===== config.mk =====
export PLATFORM = sky130hd
export DESIGN_NAME = data_streamer
export DESIGN_NICKNAME = d
export VERILOG_FILES = /design/src/rtl/data_streamer.sv
export SDC_FILE = /design/constraint.sdc
export NUM_CORES = 1
export LEC_CHECK = 0
export BUFFER_PORTS_ARGS = -buffer_cell sky130_fd_sc_hd__buf_4
export CAP_MARGIN = 20
export CORE_MARGIN = 3
export CORE_UTILIZATION = 30
export DETAILED_ROUTE_END_ITERATION = 16
export PLACE_DENSITY = 0.6
export SYNTH_ARGS = -nofsm -noshare
export SYNTH_HDL_FRONTEND = slang
export SYNTH_SLANG_ARGS = --single-unit

===== constraint.sdc =====
create_clock -name clk -period 4.7 [get_ports clk]
set_input_delay 0.94 -clock clk [delete_from_list [all_inputs] [get_ports clk]]
set_output_delay 0.94 -clock clk [all_outputs]
set_load 0.03 [all_outputs]

===== src/rtl/data_streamer.sv =====
// Streams (x,y) pairs from addresses 0..len-1 of the sample memories to the regression datapath.
// Latency: first out_valid 3 cycles after start, one pair per 3 cycles; backpressure holds the pair in SEND until out_ready.
module data_streamer #(
    parameter int DATA_W = 20,
    parameter int ADDR_W = 8,
    parameter int DEPTH  = 150
) (
    input  logic              clk,
    input  logic              rst,
    input  logic              start,
    input  logic [ADDR_W-1:0] n_points,
    output logic [ADDR_W-1:0] mem_addr,
    output logic              mem_read,
    input  logic [DATA_W-1:0] x_mem_data,
    input  logic [DATA_W-1:0] y_mem_data,
    output logic [DATA_W-1:0] x_out,
    output logic [DATA_W-1:0] y_out,
    output logic              out_valid,
    input  logic              out_ready,
    output logic              last,
    output logic              busy,
    output logic              done
);

    typedef enum logic [2:0] {
        S_IDLE,
        S_REQ,
        S_CAP,
        S_SEND,
        S_DONE
    } state_t;

    localparam logic [ADDR_W-1:0] DEPTH_A = ADDR_W'(DEPTH);
    localparam logic [ADDR_W-1:0] ONE_A   = ADDR_W'(1);

    state_t            state;
    logic [ADDR_W-1:0] cnt;
    logic [ADDR_W-1:0] len;
    logic [ADDR_W-1:0] n_clamped;

    always_comb begin
        n_clamped = (n_points > DEPTH_A) ? DEPTH_A : n_points;
    end

    // The address register doubles as the pair counter.
    assign mem_addr = cnt;

    always_ff @(posedge clk) begin
        if (rst) begin
            state     <= S_IDLE;
            cnt       <= '0;
            len       <= '0;
            mem_read  <= 1'b0;
            x_out     <= '0;
            y_out     <= '0;
            out_valid <= 1'b0;
            last      <= 1'b0;
            busy      <= 1'b0;
            done      <= 1'b0;
        end else begin
            case (state)
                S_IDLE: begin
                    done <= 1'b0;
                    if (start) begin
                        len  <= n_clamped;
                        cnt  <= '0;
                        busy <= 1'b1;
                        if (n_clamped == '0) begin
                            state <= S_DONE;
                            done  <= 1'b1;
                        end else begin
                            state    <= S_REQ;
                            mem_read <= 1'b1;
                        end
                    end
                end
                S_REQ: begin
                    mem_read <= 1'b0;
                    state    <= S_CAP;
                end
                S_CAP: begin
                    // Memory data is valid now, one cycle after the read strobe.
                    x_out     <= x_mem_data;
                    y_out     <= y_mem_data;
                    out_valid <= 1'b1;
                    last      <= (cnt == len - ONE_A);
                    state     <= S_SEND;
                end
                S_SEND: begin
                    if (out_ready) begin
                        out_valid <= 1'b0;
                        last      <= 1'b0;
                        if (last) begin
                            state <= S_DONE;
                            done  <= 1'b1;
                        end else begin
                            cnt      <= cnt + ONE_A;
                            mem_read <= 1'b1;
                            state    <= S_REQ;
                        end
                    end
                end
                S_DONE: begin
                    done  <= 1'b0;
                    busy  <= 1'b0;
                    state <= S_IDLE;
                end
                default: begin
                    state     <= S_IDLE;
                    mem_read  <= 1'b0;
                    out_valid <= 1'b0;
                    last      <= 1'b0;
                    busy      <= 1'b0;
                    done      <= 1'b0;
                end
            endcase
        end
    end

endmodule


Yosys cells after proc, flatten, opt, wreduce, memory -nomap -nowiden
Cells that the tools add are included.
{ "totals": {"ff_bits": 64, "mem_bits_rw": 0, "n_memories": 0, "romBits": 0, "latchBits": 0, "inputBits": 52, "wordCells": 66, "out_inout_bits": 53} }
{ "op_classes": {"muxes": 25, "eq_ne": 10, "n_mul": 0, "div_mod_pow": 0, "n_reduce_logical": 14, "addsub": 2, "magnitude_cmp": 1, "n_shift": 0, "bitwise_logic": 4} }
{ "ops": {"columns": ["operator", "count"], "rows": [
  ["$mux W8", 4],
  ["$pmux W8 S2", 1],
  ["$mux W3", 4],
  ["$pmux W1 S3", 4],
  ["$pmux W3 S4", 1],
  ["$mux W1", 10],
  ["$ne A2 B2 Y1 const B", 5],
  ["$add A8 B1 Y8 const B", 1],
  ["$eq A8 B8 Y1", 1],
  ["$gt A8 B8 Y1 const B", 1],
  ["$logic_not A8 Y1", 1],
  ["$reduce_and A2 Y1", 4],
  ["$sub A8 B1 Y8 const B", 1],
  ["$eq A3 B2 Y1 const B", 2],
  ["$reduce_or A3 Y1", 2],
  ["$reduce_and A5 Y1", 1],
  ["$not A1 Y1", 4],
  ["$reduce_and A4 Y1", 1],
  ["$reduce_or A2 Y1", 2],
  ["$eq A3 B1 Y1 const B", 1],
  ["$eq A3 B3 Y1 const B", 1],
  ["$logic_not A3 Y1", 1],
  ["$reduce_and A3 Y1", 1],
  ["$pmux W1 S2", 1],
  ["$reduce_bool A2 Y1", 1]
]} }

Longest topological paths before layout
{ "depth": {"word_depth": 6, "depth_mapped": 8, "mapped_depth_nobuf": 7} }

Worst setup path before layout
Ideal clock, no wire load.
{ "synth_path": {"kind": "input-to-reg", "start": "input port start", "end": "register cnt[6] (netlist: mem_addr[6])", "cell_stages": 6, "setup_slack_ns": 2.454, "required_ns": 4.580, "path_buffers": 1, "setup_ns": 0.120, "t_arrival_ns": 2.126, "path_cell_list": "or3b_1 buf_2 a21o_1 or3_1 xor2_1 nor2_1"} }
{ "synth_between": {"elab_chain_cells": 2} }
{ "synth_rtl": {"columns": ["element", "line", "rtl"], "rows": [
  ["start: declaration", "10", "input logic start,"],
  ["$ne A2 B2 Y1 (no line)", null, null],
  ["$reduce_and A4 Y1 (no line)", null, null],
  ["end signal: assignment", "97", "cnt <= cnt + ONE_A;"],
  ["end: declaration", "37", "logic [ADDR_W-1:0] cnt;"]
]} }
Every way passes these cells.
A chain may end at the register's enable or synchronous reset.

Worst setup path after layout
{ "layout_path": {"start": "register state[1]", "end": "register x_out[3]"} }
{ "layout_between": {"elab_chain_cells": 1} }
{ "layout_rtl": {"columns": ["element", "line", "rtl"], "rows": [
  ["start: declaration", "36", "state_t state;"],
  ["start signal: assignment", "50", "state <= S_IDLE;"],
  ["start signal: assignment", "69", "state <= S_DONE;"],
  ["start signal: assignment", "72", "state <= S_REQ;"],
  ["$eq A3 B2 Y1", "61", "case (state)"],
  ["end signal: assignment", "83", "x_out <= x_mem_data;"],
  ["end: declaration", "16", "output logic [DATA_W-1:0] x_out,"]
]} }
Every way passes these cells.

==> impl_metrics.tcl <==
set metrics [dict create \
    cp_num_buf_inv 3 \
    cts_inserted_buffers 9 \
    drt_iter0_drc 159 \
    cp.required_ps 4960 \
    synth_edf_count 0 \
    cp_max_fo 21 \
    grt_pass1_wl_um 12000 \
    clock_skew_ps 7.15 \
    drtAntennaViolNets 0 \
    htreeDepth 3 \
    clk_latency_ps 330 \
    yosys_warnings 0 \
    grt_max_degree 56 \
    drv_slew 0 \
    netlist_area_sq_um 2720 \
    io-pin-count 105 \
    start_util 0.310 \
    wl_per_cell_um 13.3 \
    yosysSeqAreaShare 0.471 \
    clk_pin_slew_ps 80 \
    synthArstFlopShare 0 \
    rsz0062_at_grt "no" \
    status "complete, no violations" \
    ctsResizeCount 0 \
    max_freq_mhz 442 \
    final_area_sq_um 3810 \
    synth_nets 405 \
    finalPower_mw 1.43 \
    final_cell_mix "buf_4, nand2_1, dfxtp_1, a21oi_1, nor2_1" \
    vias_per_cell 4.87 \
    ys_dominant_reg_cell "dfxtp_1" \
    cts_buffer_depth 2 \
    drt-total-wl_um 7430 \
    finalCritPeriodShare 0.481 \
    die_h_um 101 \
    gp_congestion 0.798 \
    worst_pin_slew_ps 842 \
    dp_hpwl_um 5250 \
    tritoncts "done" \
    std_cell_rows 34 \
    grt_usage 0.145 \
    yosysUniqueCellTypes 41 \
    cp_cell_sequence "inv_1 > nor3_2 > buf_6 > buf_4 > nand2_1 > a21oi_1" \
    num-fill-cells 895 \
    crit_family "simple AND/OR/NAND/NOR gates" \
    antenna_found_initial 0 \
    arrival_ps 2520 \
    crit_slowest_cell "nor3_2" \
    drc 0 \
    drtPass1Iterations 4 \
    cts_root_buf "clkbuf_8" \
    p_per_area_nw_per_um2 374 \
    slowest_delay_ps 650 \
    final-setup-viol-count 0 \
    dp_slack_ps 2180 \
    multi_input_area_sq_um 1320 \
    vias 2717 \
    fp.coreArea_sq_um 8760 \
    ctsHoldBuffers 0 \
    grt_pass1_vias 2537 \
    postCtsSetupRepairBufs 0 \
    seqCellArea_sq_um 1280 \
    peakVddDrop_mv 0.175 \
    drive_gt1_frac 0.280 \
    die_w_um 101 \
    grt_overflow 0 \
    dpl_cell_area_sq_um 3570 \
    die_area_sq_um 10200 \
    final_nets 499 \
    cts.sinks 64 \
    setup_tns_ps 0 \
    worst_slack_ps 2440 \
    start_kind "flip-flop" \
    io_buffers 104 \
    avgSynthCellArea_sq_um 7.75 \
    cap_violations 0 \
    n_antenna_cell 0 \
    netlist_instances 351 \
    critPathCaptureType "flip-flop" \
    criticalPathCategory "flip-flop to flip-flop" \
    synth-seq-cells 64 \
    hold_viol 0 \
    syn2layout_area_growth_pct 40.2 \
    final_common_cell "buf_4" \
    worst_hold_slack_ps 457 \
    hp-class "flip-flop to flip-flop" \
    leakage_nw 1.58 \
    period_needed_ps 2260 \
    slew_headroom 0.438 \
]
-- worst min-delay path, cell delays in order, from the launching register on --
cell and delay (ps):
dfxtp_1 310, nand2_1 50, a21oi_1 50
-- layer usage --
layer	routed length (um)	GRT usage	up-vias
li1	-	-	1377
met1	3360	0.186	1241
met2	3450	0.230	89
met3	498	0.0365	10
met4	110	0.0624	0
met5	0	0	-
-- per-stage QoR --
step / utilization / instances
CTS: 0.435 / 558
global route: 0.435 / 558
floorplan: - / 351
finish: 0.435 / 558
global placement: 0.406 / 541
detailed placement: 0.407 / 542
-- layout make-up --
cell class / instances / share of cell area
multi-input cells: 255 / 0.346
clock inverters: 7 / 0.0315
clock buffers: 9 / 0.0325
well taps: 108 / 0.0354
repair buffers: 106 / 0.210
flip-flops and latches: 64 / 0.336
inverters: 9 / 0.00886
-- report_power, final --
part | total, mW | switching [mW] | internal, mW
Clock | 0.574 | 0.221 | 0.353
Sequential | 0.601 | 0.0276 | 0.573
Combinational | 0.253 | 0.149 | 0.104
-- final timing paths --
kind                                  to  depth (start not counted)              startpoint  slack, ps
setup reg to reg   x_out[3]$_SDFFE_PP0P_                          6   state[1]$_SDFFE_PP0P_       2440
hold / removal    y_out[18]$_SDFFE_PP0P_                          2  y_out[18]$_SDFFE_PP0P_        460
setup / recovery   x_out[3]$_SDFFE_PP0P_                          6   state[1]$_SDFFE_PP0P_       2440
hold reg to reg   y_out[18]$_SDFFE_PP0P_                          2  y_out[18]$_SDFFE_PP0P_        460
-- sequential cells by signal, indices dropped and copies added, names as in the netlist --
signal / cells
x_out: 20
y_out: 20
len: 8
mem_addr: 8
state: 3
busy: 1
done: 1
last: 1
mem_read: 1
out_valid: 1
-- cells by family (layout without fill, tap and decap cells) --
logic type	Yosys count	after routing	share of synthesized area
AND/OR/NAND/NOR	155	155	0.250
AO/OA/AOI/OAI	82	82	0.170
flip-flops	64	64	0.471
buffers and inverters	32	131	0.0474
XOR/XNOR	15	15	0.0483
adder cells (fa/ha/maj)	2	2	0.00920
multiplexers	1	1	0.00368
-- synthesized netlist by cell type, types with 2 or more instances --
| cell type | count | area share |
|---|---|---|
| inv_1 | 9 | 0.012 |
| a21o_1 | 2 | 0.0055 |
| nand3b_1 | 3 | 0.0083 |
| nand3_1 | 6 | 0.011 |
| o21ai_0 | 5 | 0.0092 |
| dfxtp_1 | 64 | 0.47 |
| nand4_1 | 4 | 0.0092 |
| nor4_1 | 4 | 0.0092 |
| a31oi_1 | 3 | 0.0069 |
| clkbuf_1 | 21 | 0.029 |
| o21bai_1 | 2 | 0.0055 |
| o22ai_1 | 2 | 0.0046 |
| and3_1 | 2 | 0.0046 |
| a22oi_1 | 3 | 0.0083 |
| xor2_1 | 6 | 0.019 |
| nand2_1 | 94 | 0.13 |
| nand4b_1 | 2 | 0.0064 |
| nor2_1 | 22 | 0.030 |
| nor2b_1 | 2 | 0.0046 |
| a21oi_1 | 56 | 0.10 |
| xnor2_1 | 9 | 0.029 |
| a211oi_1 | 2 | 0.0055 |
| nor3_1 | 7 | 0.013 |
| ha_1 | 2 | 0.0092 |
| or2_2 | 2 | 0.0046 |
| or4_1 | 2 | 0.0055 |
Note: power is estimated with default switching activity, not from simulation.
